[src/rtl/apb_bus1_ctrl_pkg.sv]
// Bus[1] APB types: slave address map, per-slave APB request/response vectors,
// controller FSM state and shared helpers.
package apb_bus1_ctrl_pkg;

  localparam int unsigned CFG_BUS1_PSLV_TOTAL           = 7;
  localparam int unsigned CFG_BUS1_IDX_W                = 3;
  localparam int unsigned CFG_BUS1_ADDR_W               = 64;
  localparam int unsigned CFG_BUS1_PADDR_W              = 32;
  localparam int unsigned CFG_BUS1_DATA_W               = 32;
  localparam int unsigned CFG_BUS1_STRB_W               = 4;
  localparam int unsigned CFG_BUS1_CTRL_TIMEOUT_DEFAULT = 256;
  localparam int unsigned CFG_BUS1_TMO_W                = 16;

  typedef enum logic [1:0] {
    APB_BUS1_IDLE   = 2'd0,
    APB_BUS1_SETUP  = 2'd1,
    APB_BUS1_ACCESS = 2'd2,
    APB_BUS1_RESP   = 2'd3
  } apb_bus1_ctrl_state_type;

  typedef struct packed {
    logic [CFG_BUS1_ADDR_W-1:0] addr_start;
    logic [CFG_BUS1_ADDR_W-1:0] addr_end;
  } mapinfo_type;

  typedef mapinfo_type bus1_mapinfo_table [CFG_BUS1_PSLV_TOTAL];

  // uart1, PRCI, DMI, SPI, GPIO, DDR, PnP; end address is exclusive
  localparam bus1_mapinfo_table CFG_BUS1_MAP = '{
    '{64'h0000_0000_1001_0000, 64'h0000_0000_1001_1000},
    '{64'h0000_0000_1001_2000, 64'h0000_0000_1001_3000},
    '{64'h0000_0000_1001_E000, 64'h0000_0000_1001_F000},
    '{64'h0000_0000_1005_0000, 64'h0000_0000_1005_1000},
    '{64'h0000_0000_1006_0000, 64'h0000_0000_1006_1000},
    '{64'h0000_0000_100C_0000, 64'h0000_0000_100C_1000},
    '{64'h0000_0000_100F_F000, 64'h0000_0000_1010_0000}
  };

  typedef struct packed {
    logic [CFG_BUS1_PADDR_W-1:0] paddr;
    logic [2:0]                  pprot;
    logic                        psel;
    logic                        penable;
    logic                        pwrite;
    logic [CFG_BUS1_DATA_W-1:0]  pwdata;
    logic [CFG_BUS1_STRB_W-1:0]  pstrb;
  } apb_in_type;

  typedef struct packed {
    logic                       pready;
    logic [CFG_BUS1_DATA_W-1:0] prdata;
    logic                       pslverr;
  } apb_out_type;

  typedef apb_in_type  [CFG_BUS1_PSLV_TOTAL-1:0] bus1_apb_in_vector;
  typedef apb_out_type [CFG_BUS1_PSLV_TOTAL-1:0] bus1_apb_out_vector;

  function automatic logic [CFG_BUS1_PSLV_TOTAL-1:0] bus1_psel_onehot(
      input logic [CFG_BUS1_IDX_W-1:0] idx);
    return CFG_BUS1_PSLV_TOTAL'(1) << idx;
  endfunction

endpackage

[src/rtl/apb_bus1_decoder.sv]
// Combinational Bus[1] address decoder over CFG_BUS1_MAP; lowest matching index wins.
module apb_bus1_decoder
  import apb_bus1_ctrl_pkg::*;
(
  input  logic [CFG_BUS1_ADDR_W-1:0] addr,
  output logic                       hit,
  output logic [CFG_BUS1_IDX_W-1:0]  idx
);

  // Scan downwards so a lower-index match overrides a higher one
  always_comb begin
    hit = 1'b0;
    idx = '0;
    for (int i = int'(CFG_BUS1_PSLV_TOTAL) - 1; i >= 0; i--) begin
      if ((addr >= CFG_BUS1_MAP[i].addr_start) && (addr < CFG_BUS1_MAP[i].addr_end)) begin
        hit = 1'b1;
        idx = CFG_BUS1_IDX_W'(i);
      end
    end
  end

endmodule

[config.mk]
export PLATFORM = sky130hd
export DESIGN_NAME = apb_bus1_decoder
export DESIGN_NICKNAME = d
export VERILOG_FILES = /design/src/rtl/apb_bus1_ctrl_pkg.sv /design/src/rtl/apb_bus1_decoder.sv
export SDC_FILE = /design/constraint.sdc
export NUM_CORES = 1
export LEC_CHECK = 0
export ABC_AREA = 1
export CAP_MARGIN = 0
export CORE_UTILIZATION = 28
export DETAILED_ROUTE_END_ITERATION = 10
export PLACE_DENSITY = 0.95
export SKIP_LAST_GASP = 1
export SYNTH_ARGS = -nofsm -noshare
export SYNTH_HDL_FRONTEND = slang
export SYNTH_SLANG_ARGS = --single-unit
[constraint.sdc]
create_clock -name vclk -period 1.3
set_clock_uncertainty 0.1 [all_clocks]
set_input_delay 0.13 -clock vclk [all_inputs]
set_output_delay 0.13 -clock vclk [all_outputs]
set_load 0.005 [all_outputs]
# Yosys cells after proc, flatten, opt, wreduce, memory -nomap -nowiden
# Cells that the tools add are included.
# classes
reduce_logical,7
n_mux,14
magnitude_cmp,14
# op_table
cell,count
greater-or-equal comparator 64 x 29 -> 1 bit (second input constant),7
less-than comparator 64 x 29 -> 1 bit (second input constant),7
two-way mux 3 bit,7
logical AND 1 bit,7
two-way mux 1 bit,7
# totals
register_bits,0
output_inout_bits,4
input_bits,64

# Longest topological paths before layout
# logic_depth
word_depth,9
ltp_mapped,11
depth_no_buf,11

# Least setup slack after synthesis
# OpenSTA, ideal clock, no wires.
# synth_timing
path_kind,input to output
from,input addr[31]
to,output hit
required_ns,1.070
cell_stages,9
arrival_ns,0.941
slack_ns,0.129
cell_sequence,nor2_2 nand2_1 nor2_2 nand3_2 nor2_4 nand4_1 nand2_1 nor2_1 nand2_1
# synth_via
elab_chain_len,9
elab_cells_between_ends,28
# synth_lines
item,line,rtl
"start, declared",apb_bus1_decoder.sv:5,"input logic [CFG_BUS1_ADDR_W-1:0] addr,"
greater-or-equal comparator 64 x 29 -> 1 bit or less-than comparator 64 x 29 -> 1 bit (tied branches),apb_bus1_decoder.sv:15,if ((addr >= CFG_BUS1_MAP[i].addr_start) && (addr < CFG_BUS1_MAP[i].addr_end)) begin
logical AND 1 bit,apb_bus1_decoder.sv:15,
two-way mux 1 bit (6 in a row),apb_bus1_decoder.sv:15,
two-way mux 1 bit (*),apb_bus1_decoder.sv:15,
"end, declared",apb_bus1_decoder.sv:6,"output logic hit,"
# Mark *: on every way between the ends. The rest lies on a longest branch, timed or not.

# Worst setup path after layout
# layout_timing
from,input addr[60]
to,output hit
# The elaborated chain is that of the path after synthesis.

==> results.md <==
* Syn Nets at about 190
* Fin crit share at 125%
* Violation count after the first detailed-routing iteration at 20
* Area growth, synth to finish at 131%
* Non-filler cells in the finished layout at 226
* Remaining antenna violation count at 0
* Area of the core region at between 1500 and 2000 um^2
* Worst path required time at roughly 1.1 ns
* Die height at 46.7 um
* Power consumption at 249 uW
* Standard-cell row count at 15
* Final number of hold-violating endpoints at 0
* Worst Path Arrival at ~1.4 ns
* Number of search-and-repair iterations in the first detailed-routing pass at 7
* Clk_buf instances at 0
* Share of cell area taken by muxes after synthesis at 0%
* IO buf count at 56
* Combinational family with the most area after synthesis: simple AND/OR/NAND/NOR gates
* Endpoint kind of the worst setup timing path: primary output
* Fraction of the mapped netlist area in compound gates at 3.57%
* Violations in the final reports: DRC, setup timing
* Diode count at 0
* Synthesized area per cell at between 4 and 5 um^2
* Sequential-to-total area share from yosys stat at 0%
* Post-Synth Adder-Cell Area at 0%
* Synthesized instance count at between 100 and 150
* Last weighted congestion value of the routability-driven placer at roughly 0.76
* Min Clock Period, post-route at 1.62 ns
* Status: complete, but fails checks
* Routed WL at roughly 2900 um
* Finished Cell Area at roughly 1300 um^2
* Hold Path Depth at 7
* Sequential cell count at 0
* Antenna violations before repair at 0
* Cell total after placement at 210
* Type of the most critical hold path: primary input to primary output
* Total leakage power at about 0.65 nW
* Final setup violation count at 4
* Worst setup path class: primary input to primary output
* Wire per inst at between 10 and 15 um
* Post-layout net count at 267
* Number of vias after detailed routing at roughly 1100
* Largest net degree at the start of global routing at 7
* Sum Neg Setup Slack at -1.10 ns
* Type of element launching the critical path: primary input
* Pwr dens at between 150 and 200 nW/um^2
* Max stage delay cell, worst path: nor2_4
* Relative slew slack at 84.7%
* Count of filler cells inserted in the layout at between 150 and 200
* Post-layout worst setup margin at -0.319 ns
* Final core utilization at between 70% and 80%
* Global-route usage over all layers at 25.4%
* Max rail drop VDD at ~140 uV
* Wire length of the first global-routing pass at approximately 4200 um
* Slowest Stage Delay on Critical Path at 0.16 ns
* Count of synthesis-stage warnings from yosys at 0
* Worst hold-check slack at 0.721 ns
* Cell breakdown of the critical path: clkbuf_2, nor2_1, nand2_2, nor2_4, nand3_2, nor2_4, nand4_1, buf_4, nand2_2, nor2_2, nand2_1, buf_2
* Initial Utilization at a little under a third
* Max Clock Freq at around 600 MHz
* Placement Setup Slack at -0.925 ns
* Number of library cell types mapped by synthesis at 17
* Area used by sequential logic in the layout at 0 um^2
* Dominant cells by area after synthesis: nor2_1, nand2_1, nor2_4
* Horizontal extent of the die at between 40 and 50 um
* Fraction of synthesized cell area in xor and xnor cells at 0%
* Area share of the largest cell type after synthesis at 30.1%
* Placement-stage cell area at roughly 1200 um^2
* # IOs at ~70
* Vias in the first global route at around 1100
* GRT Residual Overflow at 0
* Cell taking the most area after synthesis: nor2_1
* Final slew viol count at 0
* Maxcap violations at 0
* Actual transition at the worst max-transition pin at between 0.2 and 0.25 ns
* Layout cells sized above 1 at 65.2%
* Post-CTS Hold Fix Bufs at 0
* Netlist area before placement at around 560 um^2
* Half-perimeter wire length of the detailed placement result at 1910 um
* Drt via density at ~5.0
* Area enclosed by the die boundary at between 2000 and 2500 um^2
* Detailed-route DRC error count at 2
* Simple-gate area share of the yosys netlist at about nine tenths
* Maximum net fanout on the critical path at 6
* Setup repair after global routing missed its margin: yes
[routing by layer]
| layer | global-route usage, % | vias up | share of wire, % |
|---|---|---|---|
| li1 | - | 547 | - |
| met1 | 26.9 | 511 | 39 |
| met2 | 52.5 | 56 | 54 |
| met3 | 1.54 | 8 | 4.7 |
| met4 | 6.86 | 0 | 2.2 |
| met5 | 0 | - | 0 |
[critical path, delay by kind of cell]
kind | cells | cell delay (ns)
simple gates | 9 | 0.89
buf+inv | 3 | 0.36
[cells by family after synthesis]
kind of cell    count (synthesis)
simple gates                  107
buf+inv                        10
compound gates                  4
[final timing paths]
check / from / endpoint / slack (ns)
max: addr[60] / hit / -0.32
min: addr[58] / idx[0] / 0.72
[power breakdown]
part	total [mW]	switching [mW]	internal (mW)
Clock	0	0	0
Combinational	0.249	0.120	0.130
Sequential	0	0	0
[timing repair]
item,4_1_cts,5_1_grt
buffers inserted,13,3
resized for setup,195,53
pin swaps,57,37
endpoints found under the setup margin,4,4
[cell usage in the layout (no fill, tap or decap), drive strengths merged]
master	n
a21oi	2
and2	1
and3	1
buf	66
clkbuf	10
clkdlybuf4s15	1
dlygate4sd2	3
inv	10
nand2	33
nand3	9
nand4	6
nor2	53
nor3	4
o21ai	2
[synthesized netlist by cell type (all sizes together)]
library cell  instances
nand3                 9
nor2                 53
a21oi                 2
o21ai                 2
and3                  1
nand4                 6
and2                  1
nor3                  4
nand2                33
inv                  10
[area by class of cell]
class	count	area, um^2	share of cell area [%]
inverter	10	37.5	2.90
timing repair buffer	80	532	41.1
multi-input combinational	111	694	53.6
tap	25	31.3	2.42
Power figures use the tool's default switching activity.
